`src/rtl/uart_rx_frame_ctrl.sv`:
```
// uart_rx_frame_ctrl: receive-side 8N1 frame controller.
// Drives the sample counter enable, detects the start bit, samples each bit
// at mid-period, assembles the character LSB first and strobes it out.
module uart_rx_frame_ctrl #(
  parameter int DATA_BITS   = 8,
  parameter int MID_SAMPLE  = 7,
  parameter int LAST_SAMPLE = 15
) (
  input  logic                 Clock,
  input  logic                 rst,
  input  logic                 data_in,
  input  logic [3:0]           bsc,
  output logic                 enable,
  output logic [DATA_BITS-1:0] char_out,
  output logic                 char_ready,
  output logic                 framing_err
);

  localparam int IDXW = (DATA_BITS > 1) ? $clog2(DATA_BITS) : 1;
  localparam logic [IDXW-1:0] LAST_IDX = IDXW'(DATA_BITS - 1);
  localparam logic [3:0] MID_CNT  = 4'(MID_SAMPLE);
  localparam logic [3:0] LAST_CNT = 4'(LAST_SAMPLE);

  typedef enum logic [2:0] {
    IDLE,
    START,
    DATA,
    STOP,
    WAIT_HIGH
  } state_t;

  state_t               state, state_n;
  logic                 enable_n;
  logic [IDXW-1:0]      bit_idx, bit_idx_n;
  logic [DATA_BITS-1:0] shreg, shreg_n;
  logic [DATA_BITS-1:0] char_out_n;
  logic                 char_ready_n;
  logic                 framing_err_n;
  logic                 at_mid, at_last;

  assign at_mid  = (bsc == MID_CNT);
  assign at_last = (bsc == LAST_CNT);

  // State and output registers; reset aborts any frame without pulses.
  always_ff @(posedge Clock) begin
    if (rst) begin
      state       <= IDLE;
      enable      <= 1'b0;
      bit_idx     <= '0;
      shreg       <= '0;
      char_out    <= '0;
      char_ready  <= 1'b0;
      framing_err <= 1'b0;
    end else begin
      state       <= state_n;
      enable      <= enable_n;
      bit_idx     <= bit_idx_n;
      shreg       <= shreg_n;
      char_out    <= char_out_n;
      char_ready  <= char_ready_n;
      framing_err <= framing_err_n;
    end
  end

  // Next-state and next-output logic; pulses default low every cycle.
  always_comb begin
    state_n       = state;
    enable_n      = enable;
    bit_idx_n     = bit_idx;
    shreg_n       = shreg;
    char_out_n    = char_out;
    char_ready_n  = 1'b0;
    framing_err_n = 1'b0;
    case (state)
      IDLE: begin
        if (!data_in) begin
          state_n  = START;
          enable_n = 1'b1;
        end
      end
      START: begin
        if (at_mid && data_in) begin
          state_n  = IDLE;
          enable_n = 1'b0;
        end else if (at_last) begin
          state_n   = DATA;
          bit_idx_n = '0;
        end
      end
      DATA: begin
        if (at_mid) begin
          shreg_n = {data_in, shreg[DATA_BITS-1:1]};
        end
        if (at_last) begin
          if (bit_idx == LAST_IDX) begin
            state_n = STOP;
          end else begin
            bit_idx_n = bit_idx + IDXW'(1);
          end
        end
      end
      STOP: begin
        if (at_mid) begin
          enable_n = 1'b0;
          if (data_in) begin
            char_out_n   = shreg;
            char_ready_n = 1'b1;
            state_n      = IDLE;
          end else begin
            framing_err_n = 1'b1;
            state_n       = WAIT_HIGH;
          end
        end
      end
      WAIT_HIGH: begin
        if (data_in) begin
          state_n = IDLE;
        end
      end
      default: begin
        state_n  = IDLE;
        enable_n = 1'b0;
      end
    endcase
  end

endmodule

```
`config.mk`:
```
export PLATFORM = sky130hd
export DESIGN_NAME = uart_rx_frame_ctrl
export DESIGN_NICKNAME = d
export VERILOG_FILES = /design/src/rtl/uart_rx_frame_ctrl.sv
export SDC_FILE = /design/constraint.sdc
export NUM_CORES = 1
export LEC_CHECK = 0
export ABC_CLOCK_PERIOD_IN_PS = 2800
export BUFFER_PORTS_ARGS = -buffer_cell sky130_fd_sc_hd__buf_2
export CAP_MARGIN = 0
export CORE_AREA = 2 2 48 50
export DETAILED_ROUTE_END_ITERATION = 6
export DIE_AREA = 0 0 50 52
export GPL_ROUTABILITY_DRIVEN = 1
export PLACE_DENSITY = 0.85
export SYNTH_ARGS = -nofsm -noshare
export SYNTH_HDL_FRONTEND = slang
export SYNTH_SLANG_ARGS = --single-unit
```
`constraint.sdc`:
```
create_clock -name Clock -period 2.8 [get_ports Clock]
set_input_delay 0.14 -clock Clock [delete_from_list [all_inputs] [get_ports Clock]]
set_output_delay 0.14 -clock Clock [all_outputs]
set_load 0.1 [all_outputs]
```
# After elaboration in Yosys (flattened, before gate mapping)
# Index checks and enable logic that the tools add are counted.
# word_totals
reg_bits	25
out_inout_bits	11
wordCells	58
# op_classes
n_addsub	1
eq_ne	17
muxes	20
bitwise	3
reduce_logical	10
# op_table
cell	n
two-way mux 3 bit	12
!= test 2 bit (second input constant)	9
one-hot mux 3 bit (5 select lines)	1
== test 3 x 2 -> 1 bit (second input constant)	2
== test 3 bit (second input constant)	2
one-hot mux 3 bit (2 select lines)	1
AND reduction 6 bit	1
two-way mux 1 bit	5
AND reduction 5 bit	1
== test 4 x 3 -> 1 bit (second input constant)	1
== test 4 bit (second input constant)	1
one-hot mux 1 bit (4 select lines)	1
AND reduction 4 bit	1
adder 3 x 1 -> 3 bit (second input constant)	1
== test 3 x 1 -> 1 bit (second input constant)	1
zero test 3 bit	1
!= test 3 bit (second input constant)	1
NOT 1 bit	3
AND reduction 3 bit	1
OR reduction 3 bit	1
AND reduction 2 bit	1
nonzero test 2 bit	1
OR reduction 2 bit	1
logical AND 1 bit	1

# Longest topological paths before layout
# Gate-level depths: netlist (run 1).
# depth
word_depth	4
ltp_mapped	5
mapped_depth_nobuf	5

# Worst setup path after synthesis (run 1)
# No wires, ideal clock.
# synth_timing
path_kind	register to register
start	register bit_idx[0]
end	register bit_idx[0]
setup_ns	0.072
arrival_ns	1.641
path_slack_ns	1.088
path_stages_with_launch	6
path_buffers	0
cell_sequence	dfxtp_1 ha_1 ha_1 or3b_4 a2111oi_4 mux2i_1
# synth_between
elab_chain_cells	4
elab_cells_between_ends	7
cone_classes	add/sub (1); eq/ne (2); mux (3); reduce/logical (1)
# synth_rtl
element	line_no	source
from (decl)	34	logic [IDXW-1:0] bit_idx, bit_idx_n;
from (signal assigned)	57	bit_idx <= bit_idx_n;
adder 3 x 1 -> 3 bit	98	bit_idx_n = bit_idx + IDXW'(1);
two-way mux 3 bit	95	if (bit_idx == LAST_IDX) begin
two-way mux 3 bit	94	if (at_last) begin
one-hot mux 3 bit (2 select lines)	74	case (state)
# Several ways; a longest one is shown, not always the timed one. The select of a mux whose other input is x is not followed.
# A chain may end at the register's enable or synchronous reset.

# Worst setup path after layout (run 1)
# layout_timing
start	register bit_idx[0]
end	register bit_idx[2]
# Same word-level chain as after synthesis.

==> reports/metrics.csv, run 1 <==
stage,metric,value,unit
logic_synthesis,async_reset_ff_share,0,%
global_route,grt_pass1_wl,3.33,mm
layout,final_nets,134,
power_and_ir_drop,clkPwrFrac,28.3,%
logic_synthesis,netlist_top_cells_count,"25 x dfxtp_1, 22 x nand2b_1, 20 x mux2i_1",
floorplanning,row_count,17,
cts,clk_latency,320,ps
routing,vias_per_cell,5.35,
critical_path,path_delay_family,compound AO/OA/AOI/OAI gates,
logic_synthesis,synth.most_common_cell,dfxtp_1,
critical_path,rr_worst_depth,5,
cts,cts_hold_buf,0,
layout,multi_input_area,592,um2
sta,slew_headroom,67.3,%
cts,cts_tree,yes,
cts,cts_buffers,3,
logic_synthesis,synth.cell_area,1140,um2
logic_synthesis,synth_nets,121,
floorplanning,start_util,54.1,%
critical_path,cp-start-kind,flop,
critical_path,crit_cells,5,
layout,area_growth,9.78,%
power_and_ir_drop,switching_share,24.9,%
routing,ant_nets,0,
sta,skew,5.89,ps
logic_synthesis,ys_seq_area_share,44.0,%
placed_design,routabilityCongestion,0.778,
global_route,antenna_found_initial,0,
placed_design,dp_hpwl,1.39,mm
critical_path,crit_top_cell,ha_1,
floorplanning,dieHeight,52,um
placed_design,pre_cts_ws,972,ps
sta,fin_ws,962,ps
routing,post_drt_wl_per_cell,12.5,um
floorplanning,coreArea,2110,um2
critical_path,critical_path.max_fanout,3,
worst_hold_path,hold_class,in2reg,
placed_design,port_buffers,17,
global_route,grt-ovfl-total,0,
power_and_ir_drop,switchingPower,0.142,mW
layout,n_antenna_cell,0,
cts,postCtsResizedCells,0,
logic_synthesis,syn_inst,112,
logic_synthesis,synth.area.top_cells,"dfxtp_1 44%, mux2i_1 18%, nand2b_1 12%",
global_route,grt_usage,17.1,%
floorplanning,design.die.area,2600,um2
power_and_ir_drop,ir_drop,0.248,mV
sta,fmax,544,MHz
run,maxCapViolCount,0,
logic_synthesis,yosys_register_bits,25,
critical_path,endpoint,bit_idx[2],
critical_path,timing.rr.end,bit_idx[2],
routing,vias,813,
sta,min_period,1840,ps
power_and_ir_drop,power_frac_seq,63.8,%
cts,clockBufferDepth,2,
logic_synthesis,synth_cell_types,28,
critical_path,slowest_stage,a2111oi_4,
critical_path,critPathLaunch,bit_idx[0],
sta,report.final.hold_viol_count,0,
routing,first_pass_iters,4,
cts,htree_levels,1,
global_route,grt_max_degree,30,
power_and_ir_drop,p_comb_share,7.8,%
critical_path,r2r_setup_slack,960,ps
sta,rsz0062_at_grt,false,
critical_path,slowest_delay,420,ps
layout,drive_gt1_share,19.4,%
critical_path,worstPathRequired,3050,ps
logic_synthesis,avgSynthCellArea,10.2,um2
logic_synthesis,yosysTopAreaCell,dfxtp_1,
critical_path,cp.arrival,2090,ps
logic_synthesis,yosysWarnings,0,
critical_path,worstSetupEndpointType,flop,
logic_synthesis,ys.flop_type,dfxtp_1,
cts,path_clk_slew,130,ps
cts,cts_setup_buffers,0,
critical_path,crit_chain,ha_1 > ha_1 > or3b_4 > a2111oi_4 > mux2i_1,
layout,fillers,178,
sta,fin_hold_ws,86.6,ps
outcome,status,"complete, no violations",
global_route,grt_pass1_vias,808,
routing,remaining_drc_errors,0,
sta,slew_viol_final,0,
sta,tightest_slew,495,ps
floorplanning,io_pins,18,
power_and_ir_drop,power_density,457,nW/um2
critical_path,reg2reg_from,bit_idx[0],
critical_path,crit_buf_inv,0,
cts,cts.sinks,25,
power_and_ir_drop,power_leakage,0.548,nW
cts,cts_root_buf,clkbuf_4,
power_and_ir_drop,total_power,0.571,mW
power_and_ir_drop,internal_power,0.429,mW
sta,tns,0,ps
sta,setup_viol,0,
layout,register_area,500,um2
floorplanning,die_width,50,um
logic_synthesis,synth-edff-count,0,
critical_path,crit_type,reg2reg,
routing,drtIter0Drc,5,
logic_synthesis,synth_top_area_share,44.0,%
sta,fin_crit_sh,65.7,%
routing,finalWirelength,1.90,mm
[per-layer routing]
metal  global-route usage (%)  wire, um  vias up  part of all wire [%]
met5                        0         0        -                     0
met4                     12.5        42        0                   2.2
met3                     4.31        61        5                   3.2
met2                     27.9       922       11                    49
met1                     19.2       872      385                    46
li1                         -         -      412                     -
[placed cells by master (no fill, tap or decap)]
cell type	instances
dfxtp_1	25
nand2b_1	22
mux2i_1	20
buf_2	17
nor2_1	6
clkbuf_4	3
inv_1	2
o21ai_0	2
a211oi_1	2
and4_1	2
nand3b_1	2
nand2_1	2
nand4_1	2
nor3_1	2
ha_1	2
nand3_1	1
or3_1	1
a22oi_1	1
a2111oi_0	1
and4b_1	1
nor2b_1	1
nor3b_2	1
or3b_4	1
a2111oi_4	1
and2_0	1
and3b_1	1
a32oi_1	1
clkinvlp_4	1
[registers in the layout (all words and copies together) (netlist names)]
signal       flops
framing_err      1
enable           1
state            3
shreg            8
char_out         8
char_ready       1
bit_idx          3
[power by group through the flow]
stage	logic, mW	clock network [mW]	registers (mW)
6_report	0.0448	0.162	0.365
5_1_grt	0.0487	0.180	0.366
4_1_cts	0.0450	0.168	0.365
3_5_place_dp	0.0449	0	0.373
3_3_place_gp	0.0440	0	0.372
2_1_floorplan	0.0273	0	0.380
[how the worst min path moves through the flow]
stage / from / endpoint / slack (ps) / depth (start not counted)
after floorplan: bsc[3] / state[1] / 330 / 2
final: data_in / state[2] / 90 / 2
after global placement: data_in / state[2] / 420 / 2
after global routing: data_in / state[2] / 70 / 2
after CTS: data_in / state[2] / 70 / 2
after detailed placement: data_in / state[2] / 420 / 2
[final cells by class]
type / count / area share (%)
repair buffers: 17 / 6.81
well taps: 28 / 2.80
clock inverters: 1 / 0.601
multi-input cells: 76 / 47.3
flip-flops and latches: 25 / 40.0
inverters: 2 / 0.601
clock buffers: 3 / 1.80
[kinds of logic (layout without fill, tap and decap cells)]
group,Yosys count,in the layout,share of synthesized area (%)
AND/OR/NAND/NOR,46,46,25.4
flip-flops,25,25,44.0
multiplexers,20,20,17.6
adder cells (fa/ha/maj),2,2,2.20
AO/OA/AOI/OAI,8,8,6.81
buffers and inverters,11,23,4.07
[per-stage QoR]
| step | util (%) | cells | cell area, um2 |
|---|---|---|---|
| floorplan | - | 112 | 1140 |
| global placement | 57.9 | 148 | 1220 |
| detailed placement | 57.9 | 148 | 1220 |
| CTS | 59.4 | 152 | 1250 |
| global route | 59.4 | 152 | 1250 |
| finish | 59.4 | 152 | 1250 |
Power figures use the tool's default switching activity.
==> inputs of run 2 (changes only) <==
==> config.mk (replaced) <==
export PLATFORM = sky130hd
export DESIGN_NAME = uart_rx_frame_ctrl
export DESIGN_NICKNAME = d
export VERILOG_FILES = /design/src/rtl/uart_rx_frame_ctrl.sv
export SDC_FILE = /design/constraint.sdc
export NUM_CORES = 1
export LEC_CHECK = 0
export ABC_CLOCK_PERIOD_IN_PS = 1600
export BUFFER_PORTS_ARGS = -buffer_cell sky130_fd_sc_hd__buf_2
export CAP_MARGIN = 0
export CORE_AREA = 2 2 52 54
export DETAILED_ROUTE_END_ITERATION = 6
export DIE_AREA = 0 0 54 56
export GPL_ROUTABILITY_DRIVEN = 1
export PLACE_DENSITY = 0.77
export SYNTH_ARGS = -nofsm -noshare
export SYNTH_HDL_FRONTEND = slang
export SYNTH_SLANG_ARGS = --single-unit
==> constraint.sdc (replaced) <==
create_clock -name Clock -period 1.6 [get_ports Clock]
set_input_delay 0.08 -clock Clock [delete_from_list [all_inputs] [get_ports Clock]]
set_output_delay 0.08 -clock Clock [all_outputs]
set_load 0.1 [all_outputs]
==> run 2 against run 1 <==
Against the previous run:
- setup slack got worse by 1200 ps
- combinational power up 100%
- clock power rose by 89%
- non-clock buffer count is 4 higher
- cell count grew 3.9%
- global-route usage down 1.9 points
- clock skew fell by 1.6 ps
- clock-buffer cell count stayed put
- critical path depth unchanged
- the run now ends with negative setup slack left
- highest routed layer unchanged
- power grew 80%
- sequential cell count stayed put
- utilization shrank 5.4 points
==> reports/metrics.csv, run 2 (synthesis results as in run 1) <==
stage,metric,value,unit,change
layout,drive_gt1_share,25.0,%,was 19.4%
sta,rsz0062_at_grt,true,,was false
power_and_ir_drop,p_comb_share,8.8,%,was 7.8%
run,maxCapViolCount,0,,unchanged
layout,area_growth,15.2,%,was 9.78%
critical_path,crit_buf_inv,0,,unchanged
global_route,grt_pass1_vias,793,,was 808
power_and_ir_drop,power_density,784,nW/um2,was 457 nW/um2
floorplanning,coreArea,2430,um2,was 2110 um2
cts,htree_levels,1,,unchanged
routing,ant_nets,0,,unchanged
critical_path,cp-start-kind,flop,,unchanged
floorplanning,design.die.area,3020,um2,was 2600 um2
power_and_ir_drop,clkPwrFrac,29.7,%,was 28.3%
critical_path,slowest_stage,a2111oi_4,,unchanged
cts,cts_tree,yes,,unchanged
routing,vias,814,,was 813
cts,cts.sinks,25,,unchanged
layout,final_nets,138,,was 134
critical_path,crit_top_cell,ha_4,,was ha_1
sta,fmax,557,MHz,was 544 MHz
global_route,grt_pass1_wl,3.41,mm,was 3.33 mm
sta,slew_headroom,67.8,%,was 67.3%
floorplanning,dieHeight,56,um,was 52 um
critical_path,crit_type,reg2reg,,unchanged
sta,fin_ws,-196,ps,was 962 ps
critical_path,path_delay_family,compound AO/OA/AOI/OAI gates,,unchanged
global_route,grt_usage,15.1,%,was 17.1%
sta,min_period,1800,ps,was 1840 ps
cts,clockBufferDepth,2,,unchanged
sta,fin_crit_sh,112,%,was 65.7%
sta,tightest_slew,486,ps,was 495 ps
worst_hold_path,hold_end,state[2],,unchanged
placed_design,dp_hpwl,1.41,mm,was 1.39 mm
cts,cts_root_buf,clkbuf_4,,unchanged
critical_path,cp.arrival,2050,ps,was 2090 ps
critical_path,rr_worst_depth,5,,unchanged
cts,path_clk_slew,150,ps,was 130 ps
layout,layout_commonest_cell,dfxtp_1,,unchanged
floorplanning,start_util,46.8,%,was 54.1%
global_route,grt-ovfl-total,0,,unchanged
routing,finalWirelength,1.97,mm,was 1.90 mm
layout,n_antenna_cell,0,,unchanged
floorplanning,die_width,54,um,was 50 um
critical_path,slowest_delay,430,ps,was 420 ps
global_route,antenna_found_initial,0,,unchanged
power_and_ir_drop,switchingPower,0.267,mW,was 0.142 mW
critical_path,worstSetupEndpointType,flop,,unchanged
power_and_ir_drop,ir_drop,0.634,mV,was 0.248 mV
power_and_ir_drop,internal_power,0.761,mW,was 0.429 mW
worst_hold_path,hp-start,data_in,,unchanged
worst_hold_path,whs_path_depth,2,,unchanged
routing,post_drt_wl_per_cell,12.4,um,was 12.5 um
routing,first_pass_iters,4,,unchanged
cts,clk_latency,330,ps,was 320 ps
outcome,failed_checks,negative setup slack,,
placed_design,port_buffers,17,,unchanged
sta,setup_viol,3,,was 0
critical_path,crit_chain,ha_4 > ha_4 > or3b_4 > a2111oi_4 > mux2i_1,,was ha_1 > ha_1 > or3b_4 > a2111oi_4 > mux2i_1
power_and_ir_drop,switching_share,25.9,%,was 24.9%
layout,largest_registers,"char_out x8, shreg x8",,unchanged
floorplanning,row_count,18,,was 17
critical_path,timing.rr.end,bit_idx[0],,was bit_idx[2]
sta,tns,-527,ps,was 0 ps
layout,layout_common_cells,"23 x dfxtp_1, 22 x nand2b_1, 20 x mux2i_1",,"was 25 x dfxtp_1, 22 x nand2b_1, 20 x mux2i_1"
critical_path,r2r_setup_slack,-200,ps,was 960 ps
power_and_ir_drop,power_frac_seq,61.5,%,was 63.8%
layout,fillers,237,,was 178
power_and_ir_drop,power_leakage,0.567,nW,was 0.548 nW
critical_path,reg2reg_from,bit_idx[0],,unchanged
cts,cts_buffers,3,,unchanged
outcome,status,"finished, violations left",,"was complete, no violations"
critical_path,critical_path.max_fanout,3,,unchanged
routing,vias_per_cell,5.15,,was 5.35
sta,slew_viol_final,0,,unchanged
placed_design,pre_cts_ws,-187,ps,was 972 ps
global_route,grt_max_degree,30,,unchanged
sta,skew,4.25,ps,was 5.89 ps
sta,report.final.hold_viol_count,0,,unchanged
routing,remaining_drc_errors,0,,unchanged
worst_hold_path,hold_class,in2reg,,unchanged
critical_path,worstPathRequired,1860,ps,was 3050 ps
routing,drtIter0Drc,3,,was 5
placed_design,routabilityCongestion,0.733,,was 0.778
floorplanning,io_pins,18,,unchanged
cts,cts_setup_buffers,0,,unchanged
==> run 2: cell types whose count changed in the layout (fill, tap and decap cells not counted), sizes merged <==
cell / before / now
buf: 17 / 21
clkinvlp: 1 / 0
inv: 2 / 3
==> run 2: worst max path at each step <==
stage                            end  depth (start not counted)        from  slack, ps
final                     bit_idx[0]                          5  bit_idx[0]       -200
after global routing      bit_idx[0]                          5  bit_idx[0]       -270
after CTS                 bit_idx[0]                          5  bit_idx[0]       -220
after detailed placement  bit_idx[0]                          5  bit_idx[1]       -190
after global placement    bit_idx[0]                          5  bit_idx[1]        -80
after floorplan           bit_idx[0]                          5  bit_idx[0]        -60
==> run 2: area by class of cell <==
| type | count | area, um2 | area share, % |
|---|---|---|---|
| Clock inverter | 1 | 8.76 | 0.668 |
| Clock buffer | 3 | 22.5 | 1.72 |
| Timing Repair Buffer | 21 | 115 | 8.78 |
| Tap cell | 30 | 37.5 | 2.86 |
| Multi-Input combinational cell | 76 | 617 | 47.0 |
| Sequential cell | 25 | 503 | 38.4 |
| Inverter | 2 | 7.51 | 0.573 |
==> run 2: per-layer routing <==
metal	track usage, %	wire length [um]	up-vias
met4	2.14	9	0
met2	24.9	992	11
met1	18.9	886	383
met5	0	0	-
met3	5.65	77	2
li1	-	-	418
==> run 2: timing repair <==
item / 4_1_cts / 5_1_grt
hold endpoints to repair: 0 / 0
hold buffers: 0 / 0
setup endpoints to repair: 3 / 3
gates resized for setup: 0 / 1
==> run 2: per-stage QoR <==
stage | std cells | instance area (um2) | hold slack (ps) | power, mW | util, %
floorplan | 112 | 1160 | 272 | 0.713 | -
global placement | 154 | 1280 | 380 | 0.733 | 52.6
detailed placement | 154 | 1280 | 379 | 0.735 | 52.6
CTS | 158 | 1310 | 4.37 | 1.04 | 53.9
global route | 158 | 1310 | 12.1 | 1.07 | 53.9
finish | 158 | 1310 | 15.1 | 1.03 | 53.9
==> run 2: power by group through the flow <==
stage / clock network, mW / logic (mW) / registers [mW]
after CTS: 0.321 / 0.0906 / 0.632
after global placement: 0 / 0.0882 / 0.645
after global routing: 0.339 / 0.0984 / 0.633
after floorplan: 0 / 0.0478 / 0.666
final: 0.306 / 0.0907 / 0.632
after detailed placement: 0 / 0.0900 / 0.645
